File: src/rtl/mul_arbiter.sv
// Round-robin arbiter sharing one pipelined multiplier among NUM_REQ requesters.
// Optional macro MUL_ARBITER_STATS_EN adds per-requester saturating issue counters.
module mul_arbiter #(
    parameter int NUM_REQ       = 4,
    parameter int DATAWIDTH_IN  = 32,
    parameter int DATAWIDTH_OUT = 60,
    parameter int MUL_LATENCY   = 1
) (
    input  logic                            aclk,
    input  logic                            aresetn,
    input  logic                            issue_en,
    input  logic [NUM_REQ-1:0]              s_req_tvalid,
    output logic [NUM_REQ-1:0]              s_req_tready,
    input  logic [NUM_REQ*DATAWIDTH_IN-1:0] s_req_a_tdata,
    input  logic [NUM_REQ*DATAWIDTH_IN-1:0] s_req_b_tdata,
    output logic                            m_mul_a_tvalid,
    output logic                            m_mul_b_tvalid,
    output logic [DATAWIDTH_IN-1:0]         m_mul_a_tdata,
    output logic [DATAWIDTH_IN-1:0]         m_mul_b_tdata,
    input  logic                            s_mul_result_tvalid,
    input  logic [DATAWIDTH_OUT-1:0]        s_mul_result_tdata,
    output logic [NUM_REQ-1:0]              m_res_tvalid,
    output logic [DATAWIDTH_OUT-1:0]        m_res_tdata,
    output logic                            busy,
    output logic [1:0]                      err_flags
`ifdef MUL_ARBITER_STATS_EN
    ,
    output logic [NUM_REQ*16-1:0]           stat_issue_count
`endif
);

    localparam int IDW = (NUM_REQ > 1) ? $clog2(NUM_REQ) : 1;

    typedef struct packed {
        logic           vld;
        logic [IDW-1:0] id;
    } tag_t;

    logic [IDW-1:0]             ptr;
    logic [IDW-1:0]             grant_id;
    logic [IDW-1:0]             idx;
    logic [NUM_REQ-1:0]         grant;
    logic                       found;
    logic                       hs;
    logic                       op_vld;
    logic [IDW-1:0]             op_id;
    tag_t [MUL_LATENCY-1:0]     tag_pipe;
    tag_t                       tail;

    // Search upward from ptr; reset also blocks grants so nothing is accepted
    // while the pipeline is being cleared.
    always_comb begin
        grant    = '0;
        grant_id = '0;
        idx      = '0;
        found    = 1'b0;
        if (issue_en && aresetn) begin
            for (int k = 0; k < NUM_REQ; k++) begin
                idx = IDW'((int'(ptr) + k) % NUM_REQ);
                if (!found && s_req_tvalid[idx]) begin
                    found       = 1'b1;
                    grant[idx]  = 1'b1;
                    grant_id    = idx;
                end
            end
        end
    end

    assign s_req_tready = grant;
    assign hs           = |(s_req_tvalid & grant);

    always_ff @(posedge aclk) begin
        if (!aresetn) begin
            ptr           <= '0;
            op_vld        <= 1'b0;
            op_id         <= '0;
            m_mul_a_tdata <= '0;
            m_mul_b_tdata <= '0;
        end else if (hs) begin
            ptr           <= IDW'((int'(grant_id) + 1) % NUM_REQ);
            op_vld        <= 1'b1;
            op_id         <= grant_id;
            m_mul_a_tdata <= s_req_a_tdata[int'(grant_id)*DATAWIDTH_IN +: DATAWIDTH_IN];
            m_mul_b_tdata <= s_req_b_tdata[int'(grant_id)*DATAWIDTH_IN +: DATAWIDTH_IN];
        end else begin
            op_vld        <= 1'b0;
            op_id         <= '0;
            m_mul_a_tdata <= '0;
            m_mul_b_tdata <= '0;
        end
    end

    assign m_mul_a_tvalid = op_vld;
    assign m_mul_b_tvalid = op_vld;

    // Tag pipeline mirrors the multiplier latency so the tail lines up with its result.
    always_ff @(posedge aclk) begin
        if (!aresetn) begin
            tag_pipe <= '0;
        end else begin
            tag_pipe[0] <= '{vld: op_vld, id: op_id};
            for (int i = 1; i < MUL_LATENCY; i++)
                tag_pipe[i] <= tag_pipe[i-1];
        end
    end

    assign tail = tag_pipe[MUL_LATENCY-1];

    always_ff @(posedge aclk) begin
        if (!aresetn) begin
            m_res_tvalid <= '0;
            m_res_tdata  <= '0;
            err_flags    <= '0;
        end else begin
            m_res_tvalid <= '0;
            if (s_mul_result_tvalid && tail.vld) begin
                m_res_tvalid <= NUM_REQ'(1) << tail.id;
                m_res_tdata  <= s_mul_result_tdata;
            end
            err_flags[0] <= err_flags[0] | (s_mul_result_tvalid & ~tail.vld);
            err_flags[1] <= err_flags[1] | (~s_mul_result_tvalid & tail.vld);
        end
    end

    always_comb begin
        busy = op_vld;
        for (int i = 0; i < MUL_LATENCY; i++)
            busy = busy | tag_pipe[i].vld;
    end

`ifdef MUL_ARBITER_STATS_EN
    for (genvar g = 0; g < NUM_REQ; g++) begin : g_stat
        logic [15:0] cnt;
        always_ff @(posedge aclk) begin
            if (!aresetn)
                cnt <= '0;
            else if (hs && grant[g] && cnt != 16'hFFFF)
                cnt <= cnt + 16'd1;
        end
        assign stat_issue_count[g*16 +: 16] = cnt;
    end
`endif

endmodule

File: config.mk
export PLATFORM = sky130hd
export DESIGN_NAME = mul_arbiter
export DESIGN_NICKNAME = d
export VERILOG_FILES = /design/src/rtl/mul_arbiter.sv
export SDC_FILE = /design/constraint.sdc
export NUM_CORES = 1
export LEC_CHECK = 0
export ABC_AREA = 1
export BUFFER_PORTS_ARGS = -buffer_cell sky130_fd_sc_hd__clkbuf_2
export CAP_MARGIN = 20
export CORE_AREA = 5 5 177 179
export CTS_CLUSTER_DIAMETER = 150
export DETAILED_ROUTE_END_ITERATION = 12
export DIE_AREA = 0 0 182 184
export PLACE_DENSITY_LB_ADDON = 0.3
export SLEW_MARGIN = 20
export SYNTH_ARGS = -nofsm -noshare
export SYNTH_HDL_FRONTEND = slang
export SYNTH_SLANG_ARGS = --single-unit
File: constraint.sdc
create_clock -name aclk -period 3.4 [get_ports aclk]
set_input_delay 0.34 -clock aclk [delete_from_list [all_inputs] [get_ports aclk]]
set_output_delay 0.34 -clock aclk [all_outputs]
set_load 0.03 [all_outputs]
# [Yosys cells after proc, flatten, opt, wreduce, memory -nomap -nowiden]
# Index checks and enable logic that the tools add are counted.
[totals] out_inout_bits=137 word_cells=87 mem_count=0 ramBits=0 latchBits=0 regBits=138 rom_bits=0
[op_classes] mul=0 n_mux=36 n_eq_ne=0 order_cmp=8 shifts=3 n_addsub=4 n_div=0 n_reduce_logical=15 n_bitwise=11
[ops] operator="128-bit by 8-bit variable part select with 32-bit output" n=2
[ops] operator="4-bit two-way mux" n=8
[ops] operator="1-bit two-way mux" n=15
[ops] operator="2-bit by 3-bit < comparator with 1-bit output, second input constant" n=4
[ops] operator="4-bit OR" n=3
[ops] operator="2-bit two-way mux" n=5
[ops] operator="1-bit logical AND" n=9
[ops] operator="1-bit binary-select mux with 2-bit select" n=4
[ops] operator="1-bit demux with 2-bit select" n=4
[ops] operator="2-bit by 1-bit >= comparator with 1-bit output, second input constant" n=4
[ops] operator="2-bit by 1-bit adder with 2-bit output, second input constant" n=2
[ops] operator="2-bit adder, second input constant" n=2
[ops] operator="4-bit AND" n=1
[ops] operator="2-bit AND reduction" n=2
[ops] operator="4-bit OR reduction" n=1
[ops] operator="1-bit by 2-bit << shifter with 4-bit output, first input constant" n=1
[ops] operator="1-bit logical NOT" n=3
[ops] operator="1-bit OR" n=3
[ops] operator="1-bit AND" n=2
[ops] operator="1-bit NOT" n=2

# [Logic depth before layout (Yosys ltp)]
# Gate-level depths: netlist (run 1).
[logic_depth] word_depth=19 depth_mapped=19 depth_no_buf=17

# [Worst setup path before layout (run 1)]
# OpenSTA, ideal clock, no wires.
[synth_timing] path_kind="register to register" from="reg ptr[0]" to="reg m_mul_a_tdata[22]" t_arrival_ns=2.310 path_slack_ns=0.981 path_stages_with_launch=19 n_path_buf=2 path_cell_list="dfxtp_1 > inv_2 > ha_1 > inv_1 > nand3_1 > nand2_1 > nor2_4 > xor2_1 > nand2_1 > nand2_2 > nand2_1 > buf_4 > buf_2 > nand2_1 > nand2_1 > nand2_1 > nand2_1 > nand2_1 > inv_1"
[synth_via] elab_chain_cells=19 word_cells_on_any_way=63 cone_classes="3 x add/sub; 8 x order compare; 1 x shift; 35 x mux; 4 x bitwise; 12 x reduce/logical"
[synth_lines] item="from (decl)" line="39" rtl="logic [IDW-1:0] ptr;"
[synth_lines] item="from (signal assigned)" line="80" rtl="ptr <= IDW'((int'(grant_id) + 1) % NUM_REQ);"
[synth_lines] item="branches (longest 19 deep; another with 2-bit by 1-bit adder with 2-bit output)"
[synth_lines] item="to (signal assigned)" line="83" rtl="m_mul_a_tdata <= s_req_a_tdata[int'(grant_id)*DATAWIDTH_IN +: DATAWIDTH_IN];"
[synth_lines] item="to (decl)" line="18" rtl="output logic [DATAWIDTH_IN-1:0] m_mul_a_tdata,"
# Several ways; the timed one is not identified. The select of a mux whose other input is x is not followed.
# A chain may end at the register's enable or synchronous reset.

# [Final worst setup path (run 1)]
[layout_timing] from="reg ptr[1]" to="reg m_mul_a_tdata[8]"
# Same word-level chain as after synthesis.

==> impl_results.md, run 1 <==
* Hold WC Path Type: in2reg
* Post-Synth Simple-Gate Area at 0.450
* Register bit total from synthesis at approximately 140
* Initial antenna violation count at 1
* Register area share after synthesis at 0.360
* Remaining global-route overflow at 0
* Status: finished, final reports clean
* Switching Share at 0.448
* CTS H-tree lvls at 4
* Post-CTS Resized at 0
* Crit path capture type: register
* Sequential share of power at 0.276
* Power Internal at about 3.9 mW
* Cell Chain, Critical Path: inv_1 > ha_1 > inv_1 > nand3_1 > nand2_1 > nor2_4 > xor2_1 > nand2_1 > nand2_4 > nand2_4 > buf_12 > nand2_1 > nand2_1 > nand2_1 > nand2_1 > nand2_1 > inv_1
* Clk pwr share at 0.264
* P per Cell Area at between 600 and 700 nW/um^2
* Std-Cell Rows at 63
* Max-slew violations at 0
* Max Freq at roughly 330 MHz
* P_sw at approximately 3.2 mW
* Clock transition at path regs at 0.06 ns
* Xor and xnor area share after synthesis at 0.00114
* Post-synth EDFFs at 0
* Primary FF master, synth: dfxtp_1
* Fill count at roughly 3200
* Layout cells sized above 1 at 0.317
* Met1 Usage GRT at 0.218
* Largest family of logic cells by synthesized area: simple AND/OR/NAND/NOR gates
* Mapped cell area at around 7700 sq um
* Critical path startpoint category: register
* Slowest cell on the critical path: ha_1
* 1st-iter DRT viols at roughly 430
* Die area at roughly 33000 sq um
* Post-route clock period utilization at 0.879
* Post-synthesis mux area share at 0
* I/O pin cnt at between 400 and 500
* Post-route cell area at 10900 sq um
* Post-route DRC at 0
* GRT Util Overall at 0.182
* GRT met2 Usage at 0.300
* Met3 GRT Util at 0.0641
* # Post-CTS Setup Buffers at 0
* Worst path most repeated cell: nand2_1
* Clk sinks at around 140
* Async set-or-reset flop fraction in the synthesized netlist at 0
* Final Hold Vio Count at 0
* Synth area leader: dfxtp_1
* Leakage dissipation at 6.54 nW
* Final ANT Viol Nets at 0
* WL/cell at roughly 16 microns
* Vias in the first global route at 8743
* Synth Area in Compound Gates at 0.0463
* Cell Area, Placed at 10300 sq um
* TritonRoute pass-1 iters at 5
* Root buf cell: clkbuf_16
* Worst EP required at about 3.7 ns
* Cell count after synthesis at about 1200
* Layout Nets at between 1500 and 2000
* TritonCTS clock tree: built
* Arr. time, crit path at ~3.3 ns
* Max-Cap Viols at 0
* CORE AREA at just under 30000 sq um
* Maximum VDD drop at between 0.5 and 0.6 mV
* Syn nets at about 1600
* Worst hold margin at approximately 0.16 ns
* Initial Util at 0.261
* Post-CTS Hold Fix Bufs at 0
* RSZ-0062 raised after global routing: no
* Inserted Clock Buffers at 17
* Die W at 182 microns
* Syn Area/Cell at just over 6 sq um
* Chip height at between 150 and 200 microns
* Setup_tns at 0 ns
* Via count at a little over 9000
* Top cell type's share of synthesized area at 0.360
* Via density at roughly 4.4
* Slew HR at 0.295
* Worst Skew at around 0.012 ns
* Worst-Skew Late Latency at roughly 0.44 ns
* Setup CP Type: reg2reg
* Logic gate share of total power at 0.461
* Setup Viol. Count Final at 0
* Crit path time final at 2.99 ns
* GPL Wtd Cong at 0.905
* Post-layout util at 0.370
* Adder-Cell Fraction of Synth Area at 0.0131
* Peak fanout along the critical path at 69
* First-pass GRT wire length at approximately 48000 microns
* Synth cell types at 23
* Commonest cells in the synthesized netlist: nand2_1 (433), inv_1 (146), nand3_1 (142), dfxtp_1 (138), nor2_1 (133)
* CP max stage delay at approximately 0.42 ns
* GR peak layer: met2
* DRT Wirelength at between 30000 and 40000 microns
* Ys Warns at 0
* CTS max path bufs at 2
* Pin count of the biggest net entering global routing at 87
* Area Growth Syn to Fin at 41.9%
* Hpwl dp at around 25000 microns
* Top cells by area, synth: dfxtp_1 (36%), nand2_1 (21%), nand3_1 (9.3%), inv_1 (7.1%), nor2_1 (6.5%)
* Least-Margin Pin Slew at roughly 1.1 ns
* Most frequent cell after synthesis: nand2_1
* Port-buffer cells at 460
through the flow:
step / cells / power (mW) / setup WS (ns)
2_1_floorplan: 1239 / 4.31 / 0.981
3_3_place_gp: 2026 / 5.29 / 0.428
3_5_place_dp: 2026 / 5.30 / 0.321
4_1_cts: 2058 / 7.24 / 0.266
5_1_grt: 2059 / 7.68 / 0.0847
6_report: 2059 / 7.12 / 0.410
cell families (layout without fill, tap and decap cells):
family                     count (synthesis)  count (layout)
DFF                                      138             138
AOI/OAI and AO/OA                         69              69
other                                      0               1
buffers and inverters                    234             663
adders and majority gates                  8               8
xor gates and xnor gates                   1               1
and+or+nand+nor                          789             789
critical path: cells and delay by family, from the launching register on:
family | cells | cell delay (ns)
and+or+nand+nor | 11 | 1.27
DFF | 1 | 0.40
buffers and inverters | 4 | 0.58
xor gates and xnor gates | 1 | 0.17
adders and majority gates | 1 | 0.42
cells in the final DEF (no fill, tap or decap), drive strengths merged, types with 2 or more instances in the layout:
cell / count
nand3b: 65
clkinv: 5
buf: 20
nor2: 137
nand3: 146
a21boi: 4
bufinv: 2
dfxtp: 138
nand4: 5
a21oi: 4
ha: 8
clkbuf: 480
nand2: 435
o21ai: 61
clkinvlp: 3
inv: 153
final timing paths:
kind | from | endpoint | slack [ns] | cells past startpoint
min | s_mul_result_tdata[46] | m_res_tdata[46]$_SDFFE_PN0P_ | 0.16 | 3
min reg2reg | op_id[1]$_SDFF_PN0_ | tag_pipe[1]$_SDFF_PN0_ | 0.42 | 2
max | ptr[1]$_SDFFE_PN0P_ | m_mul_a_tdata[8]$_SDFF_PN0_ | 0.41 | 17
max reg2reg | ptr[1]$_SDFFE_PN0P_ | m_mul_a_tdata[8]$_SDFF_PN0_ | 0.41 | 17
power by group through the flow:
| stage | Combinational (mW) | Sequential, mW | Clock [mW] |
|---|---|---|---|
| floorplan | 1.88 | 2.43 | 0 |
| global placement | 3.30 | 2.00 | 0 |
| detailed placement | 3.30 | 2.00 | 0 |
| CTS | 3.31 | 1.97 | 1.96 |
| global route | 3.66 | 1.99 | 2.03 |
| finish | 3.28 | 1.96 | 1.88 |
final cells by class:
class | count | area (sq um) | share of cell area
multi-input combinational | 867 | 3940 | 0.362
sequential | 138 | 2760 | 0.254
timing repair buffer | 480 | 2530 | 0.233
inverter | 151 | 569 | 0.0523
tap | 390 | 488 | 0.0449
clock buffer | 20 | 447 | 0.0411
clock inverter | 12 | 140 | 0.0129
antenna | 1 | 2.50 | 0.000230
sequential cells by signal, indices dropped and copies added (netlist names):
register,flops
m_res_tvalid,4
m_mul_b_tdata,32
op_id,2
err_flags,2
m_mul_a_tvalid,1
m_mul_a_tdata,32
tag_pipe,3
ptr,2
m_res_tdata,60
layer usage:
metal  vias to the layer above  share of wire
met2                       434           0.48
met3                        52          0.094
met1                      4029           0.40
met5                         -              0
met4                         0          0.027
li1                       4637              -
No activity file was read; power rests on OpenSTA's default activity.
==> run 2, diff against run 1 <==
--- a/config.mk
+++ b/config.mk
@@ -8,11 +8,12 @@
 export ABC_AREA = 1
 export BUFFER_PORTS_ARGS = -buffer_cell sky130_fd_sc_hd__clkbuf_2
 export CAP_MARGIN = 20
-export CORE_AREA = 5 5 177 179
+export CORE_AREA = 2 2 179 181
 export CTS_CLUSTER_DIAMETER = 150
 export DETAILED_ROUTE_END_ITERATION = 12
-export DIE_AREA = 0 0 182 184
+export DIE_AREA = 0 0 181 183
 export PLACE_DENSITY_LB_ADDON = 0.3
+export RECOVER_POWER = 50
 export SLEW_MARGIN = 20
 export SYNTH_ARGS = -nofsm -noshare
 export SYNTH_HDL_FRONTEND = slang
==> run 2 against run 1 <==
Effect of this change: the run now ends with capacitance limit, slew limit left; combinational power is 2% lower; register-to-register slack got worse by 0.07 ns; cell area fell by 1.5%; via count decreased by 0.70%; final cell count increased by 0.39%; sequential power about the same; wire length down 2.8%; worst hold slack worse by 0.0019 ns; critical path depth down 1; total power fell by 1.4%; largest cell class unchanged.
==> impl_results.md, run 2 (synthesis results as in run 1) <==
* Status: finished, violations left
* Failing checks: capacitance limit, slew limit
* Met2 Wirelength at 14900 microns (-3.5%)
* Crit path from: ptr[1]$_SDFFE_PN0P_
* Die W at 181 microns (-0.55%)
* 1st-iter DRT viols at 419 (-3.0%)
* Port-buffer cells at 460 (unchanged)
* RSZ-0062 raised after global routing: no
* Tot Pwr at 7.02 mW (-1.4%)
* Initial Util at 0.246 (-0.0153)
* Root buf cell: clkbuf_16
* Post-layout util at 0.343 (-0.0268)
* CTS max path bufs at 2 (unchanged)
* Maximum VDD drop at 0.477 mV (-17%)
* Arr. time, crit path at 3.44 ns (+0.12 ns)
* Clk sinks at 138 (unchanged)
* FF-to-FF Start: ptr[1]$_SDFFE_PN0P_
* Std-Cell Rows at 65 (+3.2%)
* Post-CTS Hold Fix Bufs at 0 (unchanged)
* Layout cells sized above 1 at 0.248 (-0.0696)
* Final worst setup slack at 0.341 ns (-0.0692 ns)
* Worst Setup Slack post-DPL at 0.202 ns (-0.119 ns)
* Post-route clock period utilization at 0.900 (+0.0204)
* Slew HR at -0.700 (-0.995)
* Crit path capture type: register
* Leakage dissipation at 6.13 nW (-6.3%)
* Max-Cap Viols at 1 (+1)
* Metal3 WL at 2840 microns (-6.3%)
* Pin count of the biggest net entering global routing at 79 (-9.2%)
* Least-Margin Pin Slew at 2.55 ns (+1.49 ns)
* Largest registers: m_res_tdata x60, m_mul_a_tdata x32, m_mul_b_tdata x32
* First-pass GRT wire length at 47000 microns (-2.1%)
* Top sig layer: met4
* Initial antenna violation count at 2 (+1)
* P per Cell Area at 655 nW/um^2 (about the same)
* Hold WC Path Type: in2reg
* Crit path time final at 3.06 ns (+0.0692 ns)
* Commonest non-fill, non-tap cell in the layout: nand2_1
* Worst EP required at 3.78 ns (+0.05 ns)
* CORE AREA at 31200 sq um (+6.2%)
* Final Hold Vio Count at 0 (unchanged)
* Peak fanout along the critical path at 17 (-75%)
* Vias in the first global route at 8546 (-2.3%)
* GRT Util Overall at 0.182 (+0.000400)
* Max reg flops at 60 (unchanged)
* Via count at 9088 (-0.70%)
* Most frequent cells in the layout: nand2_1 (432), clkbuf_2 (347), inv_1 (145)
* Critical path startpoint category: register
* Setup_tns at 0 ns (unchanged)
* Die area at 33100 sq um (-1.1%)
* TritonCTS clock tree: built
* Fill count at 3587 (+11%)
* Hold Crit Start: s_mul_result_tdata[51]
* Inserted Clock Buffers at 17 (unchanged)
* Area Growth Syn to Fin at 39.8%
* I/O pin cnt at 461 (unchanged)
* Wl on met1 at 13000 microns (+0.77%)
* Final ANT Viol Nets at 0 (unchanged)
* Hpwl dp at 23700 microns (-5.0%)
* Max Freq at 327 MHz (-2.3%)
* CTS H-tree lvls at 4 (unchanged)
* TritonRoute pass-1 iters at 4 (-1)
* Max-slew violations at 69 (+69)
* Worst Skew at 0.0100 ns (-0.00204 ns)
* DRT Wirelength at 31300 microns (-2.8%)
* Setup Viol. Count Final at 0 (unchanged)
* Via density at 4.40 (-1.1%)
* Setup CP Type: reg2reg
* WL/cell at 15.2 microns (-3.2%)
* Clock transition at path regs at 0.06 ns (about the same)
* Worst-Skew Late Latency at 0.43 ns (about the same)
* Remaining global-route overflow at 0 (unchanged)
* Chip height at 183 microns (-0.54%)
* Most flops, register: m_res_tdata
* GPL Wtd Cong at 0.911 (+0.62%)
* Layout Nets at 1985 (-0.10%)
* # Post-CTS Setup Buffers at 0 (unchanged)
* Post-route DRC at 0 (unchanged)
## run 2: cell types whose count changed in the layout (fill, tap and decap cells not counted), sizes merged
cell      delta
buf          -3
clkinv       -2
clkinvlp     +1
## run 2: layout make-up
class                           instances  area (sq um)  area share
Multi-Input combinational cell        867          3950       0.368
Sequential cell                       138          2760       0.258
Timing Repair Buffer                  478          2370       0.221
Inverter                              151           569      0.0531
Tap cell                              402           503      0.0469
Clock buffer                           19           443      0.0413
Clock inverter                         11           123      0.0114
Antenna cell                            1          2.50    0.000233
## run 2: metrics by stage
stage          cells  hold slack [ns]  instance area (sq um)
2_1_floorplan   1239            0.390                   7670
3_3_place_gp    2035            0.405                  10300
3_5_place_dp    2035            0.406                  10300
4_1_cts         2065            0.135                  10800
5_1_grt         2066            0.163                  10700
6_report        2067            0.161                  10700
## run 2: final timing paths
| kind | slack [ns] | cells after the start | end |
|---|---|---|---|
| setup / recovery | 0.34 | 16 | m_mul_b_tdata[1]$_SDFF_PN0_ |
| hold / removal | 0.16 | 3 | m_res_tdata[51]$_SDFFE_PN0P_ |
| setup reg to reg | 0.34 | 16 | m_mul_b_tdata[1]$_SDFF_PN0_ |
| hold reg to reg | 0.42 | 2 | tag_pipe[1]$_SDFF_PN0_ |
## run 2: what timing repair did
action	in CTS	in global routing
gates resized for setup	0	2
endpoints found under the setup margin	0	3
hold endpoints to repair	0	0
## run 2: metal layers
layer | vias to the layer above | global-route usage
li1 | 4630 | -
met1 | 4036 | 0.216
met2 | 391 | 0.310
met3 | 31 | 0.0610
met4 | 0 | 0.0592
met5 | - | 0
## run 2: power breakdown
group	internal [mW]	switching [mW]	leakage (nW)
combinational	0.900	2.32	4.74
clock	1.09	0.740	0.268
sequential	1.86	0.113	1.12
## run 2: critical path: stages (launching register included)
cell and delay, ns:
dfxtp_1 0.49, inv_1 0.23, ha_1 0.40, inv_1 0.11
nand3_1 0.08, nand2_1 0.12, nand3_1 0.10, nor2_2 0.21
nand2_1 0.08, nand4_1 0.14, nand3_4 0.09, inv_2 0.28
buf_4 0.32, nand3_1 0.15, nand2_1 0.10, nand2_1 0.05
inv_1 0.06
